**src/rtl/nw_traceback.sv**
```systemverilog
// Needleman-Wunsch traceback: walks the direction matrix from (N,N) to (0,0), one step pulse per move.
// Interior move 3 cycles (read, wait, decode), boundary move 1 cycle; en_traceB low aborts, ending holds until it falls.
module nw_traceback #(
    parameter int N      = 8,
    parameter int IDX_W  = 4,
    parameter int ADDR_W = 7
) (
    input  logic              clk,
    input  logic              rst,
    input  logic              en_traceB,
    output logic              dir_rd_en,
    output logic [ADDR_W-1:0] dir_addr,
    input  logic [1:0]        dir_data,
    output logic              step_valid,
    output logic [1:0]        step_op,
    output logic [IDX_W-1:0]  step_i,
    output logic [IDX_W-1:0]  step_j,
    output logic              ending,
    output logic              err
);

    localparam logic [2:0] S_IDLE   = 3'd0;
    localparam logic [2:0] S_CHECK  = 3'd1;
    localparam logic [2:0] S_WAIT   = 3'd2;
    localparam logic [2:0] S_DECODE = 3'd3;
    localparam logic [2:0] S_DONE   = 3'd4;

    localparam logic [1:0] OP_DIAG = 2'b00;
    localparam logic [1:0] OP_UP   = 2'b01;
    localparam logic [1:0] OP_LEFT = 2'b10;

    localparam logic [IDX_W-1:0]  IDX_N   = IDX_W'(N);
    localparam logic [IDX_W-1:0]  IDX_ONE = IDX_W'(1);
    localparam logic [ADDR_W-1:0] ROW_LEN = ADDR_W'(N + 1);

    logic [2:0]        state_q, state_d;
    logic [IDX_W-1:0]  i_q, i_d, j_q, j_d;
    logic              rd_en_q, rd_en_d;
    logic [ADDR_W-1:0] addr_q, addr_d;
    logic              step_vld_q, step_vld_d;
    logic [1:0]        step_op_q, step_op_d;
    logic [IDX_W-1:0]  step_i_q, step_i_d, step_j_q, step_j_d;
    logic              ending_q, ending_d;
    logic              err_q, err_d;
    logic [ADDR_W-1:0] addr_calc;

    assign addr_calc = ADDR_W'(i_q) * ROW_LEN + ADDR_W'(j_q);

    always_comb begin
        state_d    = state_q;
        i_d        = i_q;
        j_d        = j_q;
        rd_en_d    = 1'b0;
        addr_d     = addr_q;
        step_vld_d = 1'b0;
        step_op_d  = step_op_q;
        step_i_d   = step_i_q;
        step_j_d   = step_j_q;
        ending_d   = ending_q;
        err_d      = err_q;
        case (state_q)
            S_IDLE: begin
                if (en_traceB) begin
                    i_d     = IDX_N;
                    j_d     = IDX_N;
                    err_d   = 1'b0;
                    state_d = S_CHECK;
                end
            end
            S_CHECK: begin
                if (!en_traceB) begin
                    state_d = S_IDLE;
                end else if (i_q == '0 && j_q == '0) begin
                    ending_d = 1'b1;
                    state_d  = S_DONE;
                end else if (i_q == '0) begin
                    // First row: only LEFT is possible, no memory access needed
                    step_vld_d = 1'b1;
                    step_op_d  = OP_LEFT;
                    step_i_d   = i_q;
                    step_j_d   = j_q;
                    j_d        = j_q - IDX_ONE;
                end else if (j_q == '0) begin
                    step_vld_d = 1'b1;
                    step_op_d  = OP_UP;
                    step_i_d   = i_q;
                    step_j_d   = j_q;
                    i_d        = i_q - IDX_ONE;
                end else begin
                    rd_en_d = 1'b1;
                    addr_d  = addr_calc;
                    state_d = S_WAIT;
                end
            end
            S_WAIT: begin
                state_d = en_traceB ? S_DECODE : S_IDLE;
            end
            S_DECODE: begin
                if (!en_traceB) begin
                    state_d = S_IDLE;
                end else if (dir_data == 2'b11) begin
                    err_d    = 1'b1;
                    ending_d = 1'b1;
                    state_d  = S_DONE;
                end else begin
                    step_vld_d = 1'b1;
                    step_op_d  = dir_data;
                    step_i_d   = i_q;
                    step_j_d   = j_q;
                    if (dir_data != OP_LEFT) i_d = i_q - IDX_ONE;
                    if (dir_data != OP_UP)   j_d = j_q - IDX_ONE;
                    state_d    = S_CHECK;
                end
            end
            S_DONE: begin
                if (!en_traceB) begin
                    ending_d = 1'b0;
                    state_d  = S_IDLE;
                end
            end
            default: state_d = S_IDLE;
        endcase
    end

    always_ff @(posedge clk or posedge rst) begin
        if (rst) begin
            state_q    <= S_IDLE;
            i_q        <= '0;
            j_q        <= '0;
            rd_en_q    <= 1'b0;
            addr_q     <= '0;
            step_vld_q <= 1'b0;
            step_op_q  <= '0;
            step_i_q   <= '0;
            step_j_q   <= '0;
            ending_q   <= 1'b0;
            err_q      <= 1'b0;
        end else begin
            state_q    <= state_d;
            i_q        <= i_d;
            j_q        <= j_d;
            rd_en_q    <= rd_en_d;
            addr_q     <= addr_d;
            step_vld_q <= step_vld_d;
            step_op_q  <= step_op_d;
            step_i_q   <= step_i_d;
            step_j_q   <= step_j_d;
            ending_q   <= ending_d;
            err_q      <= err_d;
        end
    end

    assign dir_rd_en  = rd_en_q;
    assign dir_addr   = addr_q;
    assign step_valid = step_vld_q;
    assign step_op    = step_op_q;
    assign step_i     = step_i_q;
    assign step_j     = step_j_q;
    assign ending     = ending_q;
    assign err        = err_q;

endmodule

```
**config.mk**
```make
export PLATFORM = sky130hd
export DESIGN_NAME = nw_traceback
export DESIGN_NICKNAME = d
export VERILOG_FILES = /design/src/rtl/nw_traceback.sv
export SDC_FILE = /design/constraint.sdc
export NUM_CORES = 1
export LEC_CHECK = 0
export BUFFER_PORTS_ARGS = -buffer_cell sky130_fd_sc_hd__buf_2
export CAP_MARGIN = 25
export CORE_MARGIN = 2
export CORE_UTILIZATION = 47
export CTS_CLUSTER_SIZE = 30
export DETAILED_ROUTE_END_ITERATION = 6
export GPL_ROUTABILITY_DRIVEN = 1
export PLACE_DENSITY = 0.67
export SKIP_LAST_GASP = 1
export SYNTH_ARGS = -nofsm -noshare
export SYNTH_HDL_FRONTEND = slang
export SYNTH_SLANG_ARGS = --single-unit
```
**constraint.sdc**
```tcl
create_clock -name clk -period 3.2 [get_ports clk]
set_input_delay 0.48 -clock clk [delete_from_list [all_inputs] [get_ports clk]]
set_output_delay 0.48 -clock clk [all_outputs]
set_load 0.02 [all_outputs]
```
# Word-level counts from Yosys, hierarchy flattened
# Index checks and enable logic that the tools add are counted.
# classes
add_sub_neg	3
multipliers	1
eq_ne	23
muxes	67
bitwise_logic	3
reduce_logical	15
# op_table
cell	count
4-bit two-way mux	26
2-bit inequality test, second input constant	14
3-bit two-way mux	8
4-bit case mux with 3 select lines	2
1-bit two-way mux	17
4-bit case mux with 2 select lines	2
3-bit case mux with 5 select lines	1
2-bit two-way mux	7
6-bit AND reduction	2
9-bit AND reduction	1
4-bit zero test	2
4-bit inequality test, second input constant	2
4-bit AND reduction	2
8-bit AND reduction	1
4-bit by 1-bit subtractor with 4-bit output, second input constant	2
7-bit by 4-bit adder with 7-bit output	1
4-bit by 4-bit multiplier with 7-bit output, second input constant	1
3-bit by 2-bit equality test with 1-bit output, second input constant	2
3-bit nonzero test	2
5-bit AND reduction	1
1-bit case mux with 2 select lines	2
2-bit case mux with 2 select lines	1
2-bit nonzero test	2
3-bit by 1-bit equality test with 1-bit output, second input constant	1
8 further kinds	10
# word_totals
reg_bits	32
input_bits	5
out_inout_bits	21

# Logic depth before layout (Yosys ltp)
# Gate-level depths: netlist of run 1.
# depth
ltp_word	6
ltp_mapped	10

# Least setup slack after synthesis of run 1
# Ideal clock, no wire load.
# synth_timing
path_type	register to register
from	reg j_q[0]
to	reg step_i_q[0] (netlist: step_i[0])
setup_ps	132
arrival_time_ps	2203
setup_slack_ps	865
path_stages_with_launch	10
path_buffers	1
synth_period_minus_slack_ps	2335
path_cell_list	dfrtp_1 > inv_1 > ha_1 > or3b_2 > inv_1 > ha_1 > nor3_1 > o21ai_1 > clkbuf_1 > o21ai_0
# synth_via
elab_chain_cells	4
word_cells_on_any_way	5
# synth_rtl
element	line_no	rtl
start: declaration	37	logic [IDX_W-1:0] i_q, i_d, j_q, j_d;
start signal: assignment	141	j_q <= j_d;
4-bit zero test (*)	73, 83	
1-bit logical AND	73	end else if (i_q == '0 && j_q == '0) begin
2-bit inequality test (no source line)	--	
6-bit AND reduction (no source line) (*)	--	
end signal: assignment	146	step_i_q <= step_i_d;
end: declaration	42	logic [IDX_W-1:0] step_i_q, step_i_d, step_j_q, step_j_d;
# Mark *: on every way between the ends. The rest lies on a longest branch, timed or not.
# A chain may end at the register's enable or synchronous reset.

# Worst setup path after layout of run 1
# layout_timing
from	reg j_q[0]
to	reg addr_q[1] (netlist: dir_addr[1])
# layout_via
elab_chain_cells	4
word_cells_on_any_way	6
# layout_rtl
element	line_no	rtl
parallel branches: the longest is 4 deep, another holds 7-bit by 4-bit adder with 7-bit output	--	
end signal: assignment	143	addr_q <= addr_d;
end: declaration	39	logic [ADDR_W-1:0] addr_q, addr_d;
# Parallel ways; which one is timed is not known.

==> results of run 1 <==
[state kept, by name, indices dropped and copies added, names as in the netlist, 2 cells and up]
signal	count
dir_addr	7
i_q	4
j_q	4
state_q	3
step_i	4
step_j	4
step_op	2
[synth_stat cells, types with 3 or more instances]
cell      count
nor3_1        4
a21oi_1       9
o31ai_1       3
o21ai_0      24
ha_1         17
nand3_1       5
nand2_1      19
nand2b_1      5
inv_1        15
mux2_2        6
dfrtp_1      32
nor2_1        7
nor2b_1       4
clkbuf_1      5
[logic make-up (layout without fill, tap and decap cells)]
group                    Yosys count  after routing  share of synthesized area
multiplexers                       7              7                     0.0419
XOR/XNOR                           3              3                     0.0142
flip-flops                        32             32                      0.433
buffers and inverters             21             50                     0.0426
adder cells (fa/ha/maj)           18             18                      0.126
AO/OA/AOI/OAI                     51             51                      0.173
AND/OR/NAND/NOR                   57             57                      0.169
[area by class of cell]
class                           count  area, µm²  area share
Clock buffer                        7       96.3      0.0453
Inverter                           16       60.1      0.0282
Multi-Input combinational cell    136        970       0.456
Sequential cell                    32        801       0.376
Tap cell                           48       60.1      0.0282
Timing Repair Buffer               27        140      0.0659
[how the worst min path moves through the flow]
stage	endpoint	start	slack, ns	cells after the start
3_5_place_dp	step_i[0]	step_i[0]	0.47	2
5_1_grt	j_q[3]	rst	0.46	2
3_3_place_gp	step_i[0]	step_i[0]	0.46	2
4_1_cts	dir_rd_en	rst	0.40	2
6_report	j_q[0]	rst	0.36	2
2_1_floorplan	j_q[2]	j_q[2]	0.51	1
[placed cells by master, fill, tap and decap left out, drive strengths merged]
cell / n
fa: 1
o32a: 2
xnor2: 2
mux2: 6
a21o: 2
o32ai: 1
or2b: 1
o2bb2ai: 1
a21boi: 2
a21oi: 9
o21bai: 1
nand3b: 1
nor3b: 2
nor2b: 4
o41ai: 1
or2: 1
nand3: 5
a211oi: 1
clkbuf: 7
xor2: 1
o211ai: 1
buf: 27
nor2: 7
nand2b: 5
dfrtp: 32
or4b: 1
inv: 16
or4: 2
nand4: 1
o2111ai: 1
mux2i: 1
and3b: 2
nor3: 4
nand2: 19
o31ai: 3
and3: 1
or3b: 1
o21ai: 25
ha: 17
o21a: 1
[through the flow]
| stage | instance area [µm²] | utilization | worst slack (ns) | power [mW] | hold WS (ns) |
|---|---|---|---|---|---|
| 2_1_floorplan | 1850 | - | 0.865 | 1.48 | 0.509 |
| 3_3_place_gp | 2030 | 0.546 | 0.821 | 1.73 | 0.457 |
| 3_5_place_dp | 2030 | 0.546 | 0.689 | 1.78 | 0.469 |
| 4_1_cts | 2130 | 0.572 | 0.673 | 2.12 | 0.398 |
| 5_1_grt | 2130 | 0.572 | 0.507 | 2.29 | 0.465 |
| 6_report | 2130 | 0.572 | 0.682 | 2.11 | 0.360 |
[metal layers]
metal	global-route usage	part of all wire
met5	0	0
met4	0.0612	0.012
met3	0.0507	0.045
met2	0.311	0.48
met1	0.255	0.46
[where the power goes]
group          leakage [nW]  switching (mW)  total [mW]  internal, mW
sequential            0.404           0.156       0.714         0.558
clock                0.0503           0.138       0.329         0.191
combinational         0.582           0.623        1.07         0.448
total                  1.04           0.917        2.11          1.20
==> reports/qor.csv, run 1 <==
metric;value;unit
cpMaxStageDelayCell;or3b_2;
hold_viol_final;0;
crit_path_end;dir_addr[1];
vias;1464;
r2r_slack;0.68;ns
worstReg2RegEnd;dir_addr[1];
dp_hpwl;2940;µm
powerDensity;994;nW/µm²
clock-sinks;32;
routedWlPerCell;14.5;µm
rows;22;
ys_warn_count;0;
clock.fmax;0.397;GHz
setup_violations;0;
crit_cells;8;
synth_cells;189;
cts_tree;done;
numCtsBuffers;5;
rr_worst_depth;8;
period_needed;2.52;ns
synth.cell_area;1850;µm²
cts_hold_buf;0;
ctsResizeCount;0;
start_util;0.498;
leakagePower;1.04;nW
fp.dieH;66.7;µm
antenna_found_initial;0;
fillCellCount;338;
r2r_start;j_q[0];
cpLargestDelayFamily;simple AND/OR/NAND/NOR gates;
rsz0062_at_grt;false;
synth_fp_nets;212;
outcome;complete, no violations;
cp-end-kind;register;
synth_edf_count;0;
synth_flop_cell;dfrtp_1;
clock_latency;0.28;ns
maxCapViolCount;0;
slew-limit-headroom;0.434;
netlist.top_cell.by_area;dfrtp_1;
synth_top_cell_area_share;0.433;
critPathLaunch;j_q[0];
yosysSeqAreaShare;0.433;
finClkSkew;0.00379;ns
cts_buffer_depth;2;
ys_ff_latch;32;
vdd_drop_max;0.467;mV
port-buffer-count;25;
nNetsFinal;241;
final_cells;266;
post-route-period-util;0.787;
grt_remaining_overflow;0;
synthToLayoutAreaGrowth;15.0;%
coreArea;3720;µm²
diodes;0;
dp.cells;259;
critPathBufInv;2;
clk_pin_slew;0.06;ns
required;3.36;ns
io_pins;26;
synth.area.top_cells;dfrtp_1 (43%), ha_1 (12%), o21ai_0 (6.5%), nand2_1 (3.9%), mux2_2 (3.7%);
slew_violations;0;
drive_above_1_share;0.211;
drtAntennaViolNets;0;
tns;0;ns
cp-start-kind;register;
wirelength;3850;µm
clockRootBuffer;clkbuf_8;
drc;0;
arrival;2.68;ns
grt_max_degree;24;
async_flop_share;1.00;
die_area;4450;µm²
ys_types;43;
die_w;66.7;µm
cp_cell_sequence;inv_1 -> ha_1 -> or3b_2 -> inv_1 -> ha_1 -> nor2_1 -> nand3_1 -> mux2_2;
gp_congestion;0.837;
first_iter_violations;54;
synth_area_per_cell;9.78;µm²
grt_pass1_wl;6420;µm
drtPass1Iterations;4;
grt_pass1_vias;1382;
htreeDepth;2;
cts_setup_buffers;0;
path_class;register to register;
track_usage;0.194;
cp_slowest_stage_delay;0.53;ns
tightest_slew;0.848;ns
viasPerCell;5.50;
worst-path-max-fanout;12;
min_path_type;primary input to asynchronous set/reset pin;
No activity file was read; power rests on OpenSTA's default activity.
==> inputs of run 2 (changes only) <==
==> constraint.sdc (replaced) <==
create_clock -name clk -period 2.35 [get_ports clk]
set_input_delay 0.3525 -clock clk [delete_from_list [all_inputs] [get_ports clk]]
set_output_delay 0.3525 -clock clk [all_outputs]
set_load 0.02 [all_outputs]
==> reports/qor.csv, run 2 (same netlist as run 1, synthesis figures left out) <==
metric;value;unit;change
netSwitchingPower;1.29;mW;was 0.917 mW
start_util;0.498;;unchanged
clk_pin_slew;0.06;ns;about the same
slew_violations;0;;unchanged
wirelength;4060;µm;was 3850 µm
first_iter_violations;88;;was 54
drive_above_1_share;0.274;;was 0.211
post-route-period-util;0.955;;was 0.787
grt_remaining_overflow;0;;unchanged
gp_congestion;0.835;;was 0.837
final_area;2240;µm²;was 2130 µm²
multi_input_area;987;µm²;was 970 µm²
period_needed;2.24;ns;was 2.52 ns
fp.dieH;66.7;µm;unchanged
cts_buffer_depth;2;;unchanged
min_path_type;primary input to asynchronous set/reset pin;;unchanged
rows;22;;unchanged
grt_pass1_wl;6750;µm;was 6420 µm
maxCapViolCount;0;;unchanged
synthToLayoutAreaGrowth;21.1;%;was 15.0%
coreArea;3720;µm²;unchanged
vias;1510;;was 1464
clock_latency;0.28;ns;about the same
numCtsBuffers;5;;unchanged
p_comb_frac;0.545;;was 0.506
rsz0062_at_grt;true;;was false
diodes;0;;unchanged
leakagePower;1.09;nW;was 1.04 nW
vdd_drop_max;0.534;mV;was 0.467 mV
slew-limit-headroom;0.632;;was 0.434
arrival;2.41;ns;was 2.68 ns
clockRootBuffer;clkbuf_8;;unchanged
tightest_slew;0.549;ns;was 0.848 ns
p_seq_frac;0.306;;was 0.338
powerDensity;1350;nW/µm²;was 994 nW/µm²
cp-start-kind;register;;unchanged
drtPass1Iterations;4;;unchanged
die_area;4450;µm²;unchanged
dp_hpwl;2940;µm;about the same
largest_register_ffs;7;;unchanged
clock.fmax;0.446;GHz;was 0.397 GHz
clkPwrFrac;0.149;;was 0.156
die_w;66.7;µm;unchanged
nNetsFinal;253;;was 241
track_usage;0.204;;was 0.194
cp-end-kind;register;;unchanged
fillCellCount;324;;was 338
mostFrequentLayoutCell;dfrtp_1;;unchanged
internal-power;1.74;mW;was 1.20 mW
port-buffer-count;25;;unchanged
drc;0;;unchanged
routedWlPerCell;14.6;µm;was 14.5 µm
htreeDepth;2;;unchanged
final_cells;278;;was 266
grt_max_degree;33;;was 24
seq_area;802;µm²;was 801 µm²
place_area;2090;µm²;was 2030 µm²
outcome;complete, no violations;;unchanged
fin_total_pwr;3.03;mW;was 2.11 mW
viasPerCell;5.43;;was 5.50
antenna_found_initial;0;;unchanged
utilization;0.603;;was 0.572
worst-path-max-fanout;5;;was 12
dp.cells;267;;was 259
final_cell_mix;dfrtp_1 (31), buf_2 (25), o21ai_0 (24);;was dfrtp_1 (32), buf_2 (25), o21ai_0 (24)
hold_viol_final;0;;unchanged
drtAntennaViolNets;0;;unchanged
finClkSkew;0.00517;ns;was 0.00379 ns
required;2.52;ns;was 3.36 ns
setup_violations;0;;unchanged
path_class;register to register;;unchanged
grt_pass1_vias;1420;;was 1382
clock-sinks;32;;unchanged
p_sw_frac;0.426;;was 0.434
cts_tree;done;;unchanged
io_pins;26;;unchanged
hold_slack;0.142;ns;was 0.360 ns
==> run 2: cell count changes in the layout (fill, tap and decap cells not counted), sizes merged <==
cell	previous run	this run
buf	27	38
clkdlybuf4s15	0	1
==> run 2: final timing paths <==
kind	startpoint	slack (ns)	depth (start not counted)	to
min reg2reg	dir_addr[4]	0.47	2	dir_addr[4]
max	i_q[0]	0.11	8	j_q[3]
max in group asynchronous	rst	1.89	3	i_q[0]
max reg2reg	i_q[0]	0.11	8	j_q[3]
min	rst	0.14	3	step_op[1]
min in group clk	en_traceB	0.35	2	state_q[2]
==> run 2: worst max-delay path, stage by stage, from the launching register on <==
cell     delay, ns
dfrtp_2       0.40
inv_2         0.06
ha_1          0.19
nor3b_4       0.16
buf_4         0.17
ha_4          0.17
o32a_4        0.39
or2_4         0.27
o32a_1        0.32
==> run 2: metal layers <==
metal,track usage,wire [µm],up-vias
li1,-,-,746
met1,0.266,1930,727
met2,0.318,1920,30
met3,0.0642,138,7
met4,0.0765,62,0
met5,0,0,-
==> run 2: what timing repair did <==
item,4_1_cts,5_1_grt
hold endpoints to repair,0,0
buffers inserted,0,3
gates resized for setup,2,5
gates cloned,0,1
endpoints found under the setup margin,4,9
pin swaps,0,1
hold buffers,0,0
==> run 2: power by group through the flow <==
stage                     registers (mW)  logic [mW]  clock network, mW
after floorplan                     1.09       0.922                  0
after global placement             0.920        1.52                  0
after detailed placement           0.934        1.57                  0
after CTS                          0.926        1.59              0.460
after global routing               0.961        1.84              0.491
final                              0.926        1.65              0.451
==> run 2: metrics by stage <==
stage	setup slack, ns	TNS, ns
finish	0.106	0
global route	-0.0205	-0.0345
CTS	0.0612	0
detailed placement	-0.0300	-0.0894
global placement	0.0636	0
floorplan	0.0150	0
==> run 2: layout make-up <==
type,count,share of cell area
clock buffers,7,0.0430
repair buffers,39,0.104
flip-flops and latches,32,0.358
multi-input cells,136,0.441
well taps,48,0.0268
inverters,16,0.0268
==> inputs of run 3 (changes only) <==
--- a/config.mk
+++ b/config.mk
@@ -13,6 +13,7 @@
 export DETAILED_ROUTE_END_ITERATION = 6
 export GPL_ROUTABILITY_DRIVEN = 1
 export PLACE_DENSITY = 0.67
+export RECOVER_POWER = 50
 export SKIP_LAST_GASP = 1
 export SYNTH_ARGS = -nofsm -noshare
 export SYNTH_HDL_FRONTEND = slang
==> constraint.sdc (replaced) <==
create_clock -name clk -period 2.2 [get_ports clk]
set_input_delay 0.33 -clock clk [delete_from_list [all_inputs] [get_ports clk]]
set_output_delay 0.33 -clock clk [all_outputs]
set_load 0.02 [all_outputs]
==> reports/qor.csv, run 3 (same netlist as run 1, synthesis figures left out) <==
metric;value;unit;change
outcome;finished, violations left;;was complete, no violations
violations;capacitance limit, slew limit, setup timing;;
coreArea;3720;µm²;unchanged
fin_total_pwr;3.34;mW;was 3.03 mW
rows;22;;unchanged
io_pins;26;;unchanged
cts_tree;done;;unchanged
finClkSkew;0.00265;ns;was 0.00517 ns
cp-end-kind;register;;unchanged
clk_pin_slew;0.06;ns;about the same
diodes;0;;unchanged
multi_input_area;1050;µm²;was 987 µm²
pre_cts_slack;-0.0477;ns;was -0.0300 ns
maxCapViolCount;1;;was 0
die_w;66.7;µm;unchanged
r2r_slack;-0.003;ns;was 0.11 ns
path_class;register to register;;unchanged
clock.fmax;0.454;GHz;was 0.446 GHz
worst-path-max-fanout;4;;was 5
min_path_type;primary input to register;;was primary input to asynchronous set/reset pin
die_area;4450;µm²;unchanged
grt_max_degree;33;;unchanged
vdd_drop_max;0.629;mV;was 0.534 mV
track_usage;0.211;;was 0.204
numCtsBuffers;5;;unchanged
first_iter_violations;65;;was 88
drc;0;;unchanged
required;2.37;ns;was 2.52 ns
leakagePower;1.09;nW;about the same
grt_pass1_wl;6960;µm;was 6750 µm
period_needed;2.20;ns;was 2.24 ns
fillCellCount;316;;was 324
antenna_found_initial;0;;unchanged
drtAntennaViolNets;0;;unchanged
slew-limit-headroom;-0.140;;was 0.632
setup_violations;1;;was 0
seq_area;801;µm²;was 802 µm²
htreeDepth;2;;unchanged
gp_congestion;0.827;;was 0.835
tightest_slew;1.71;ns;was 0.549 ns
largest_register_ffs;7;;unchanged
mostFrequentLayoutCell;dfrtp_1;;unchanged
port-buffer-count;25;;unchanged
setup_ws;-0.00269;ns;was 0.106 ns
viasPerCell;5.49;;was 5.43
post-route-period-util;1.00;;was 0.955
hold_viol_final;0;;unchanged
dp_hpwl;3000;µm;was 2940 µm
wirelength;4210;µm;was 4060 µm
cp-start-kind;register;;unchanged
nNetsFinal;258;;was 253
arrival;2.37;ns;was 2.41 ns
powerDensity;1450;nW/µm²;was 1350 nW/µm²
start_util;0.498;;unchanged
slew_violations;33;;was 0
synthToLayoutAreaGrowth;24.7;%;was 21.1%
fp.dieH;66.7;µm;unchanged
cts_buffer_depth;2;;unchanged
rsz0062_at_grt;true;;unchanged
grt_pass1_vias;1499;;was 1420
min_from;en_traceB;;
drtPass1Iterations;4;;unchanged
drive_above_1_share;0.281;;was 0.274
clock_latency;0.29;ns;was 0.28 ns
critPathLaunch;i_q[0];;unchanged
vias;1555;;was 1510
r2r_start;i_q[0];;unchanged
final_cell_mix;dfrtp_1 (32), o21ai_0 (23), nand2_1 (19);;was dfrtp_1 (31), buf_2 (25), o21ai_0 (24)
clock-sinks;32;;unchanged
routedWlPerCell;14.9;µm;was 14.6 µm
clockRootBuffer;clkbuf_8;;unchanged
grt_remaining_overflow;0;;unchanged
run 3: area by class of cell:
type | count | share of cell area
tap | 48 | 0.0260
inverter | 16 | 0.0271
timing repair buffer | 44 | 0.112
clock inverter | 1 | 0.00217
sequential | 32 | 0.347
clock buffer | 6 | 0.0315
multi-input combinational | 136 | 0.454
run 3: critical path: stages, from the launching register on:
cell	delay (ns)
dfrtp_1	0.42
inv_2	0.07
ha_1	0.20
nor3b_4	0.16
buf_4	0.15
ha_4	0.17
o32a_4	0.37
or2_4	0.25
o32a_1	0.29
run 3: metrics by stage:
| stage | TNS [ns] | util | std cells | hold slack [ns] | instance area [µm²] |
|---|---|---|---|---|---|
| floorplan | 0 | - | 189 | 0.446 | 1860 |
| global placement | 0 | 0.573 | 271 | 0.430 | 2130 |
| detailed placement | -0.138 | 0.573 | 271 | 0.440 | 2130 |
| CTS | 0 | 0.600 | 279 | 0.136 | 2230 |
| global route | -0.363 | 0.621 | 283 | 0.324 | 2310 |
| finish | -0.00269 | 0.621 | 283 | 0.316 | 2310 |
run 3: worst paths after layout:
path / to / cells past startpoint
worst max-delay path: j_q[3] / 8
worst min-delay path: state_q[2] / 2
worst max register to register: j_q[3] / 8
worst min register to register: step_j[0] / 2
max in group asynchronous: step_j[0] / 3
min in group asynchronous: dir_addr[4] / 3
run 3: power breakdown:
group | internal, mW | switching (mW)
combinational | 0.854 | 1.06
clock | 0.215 | 0.212
sequential | 0.811 | 0.185
run 3: routing by layer:
metal | vias up | global-route usage | wire, µm
met4 | 0 | 0.0765 | 61
met2 | 39 | 0.354 | 2120
met1 | 755 | 0.260 | 1820
met3 | 6 | 0.0557 | 202
li1 | 755 | - | -
met5 | - | 0 | 0
run 3: what timing repair did:
action / CTS / global route
hold endpoints to repair: 0 / 0
gates resized for setup: 3 / 14
hold buffers: 0 / 0
endpoints found under the setup margin: 9 / 14
setup buffers: 1 / 4
pin swaps: 1 / 5
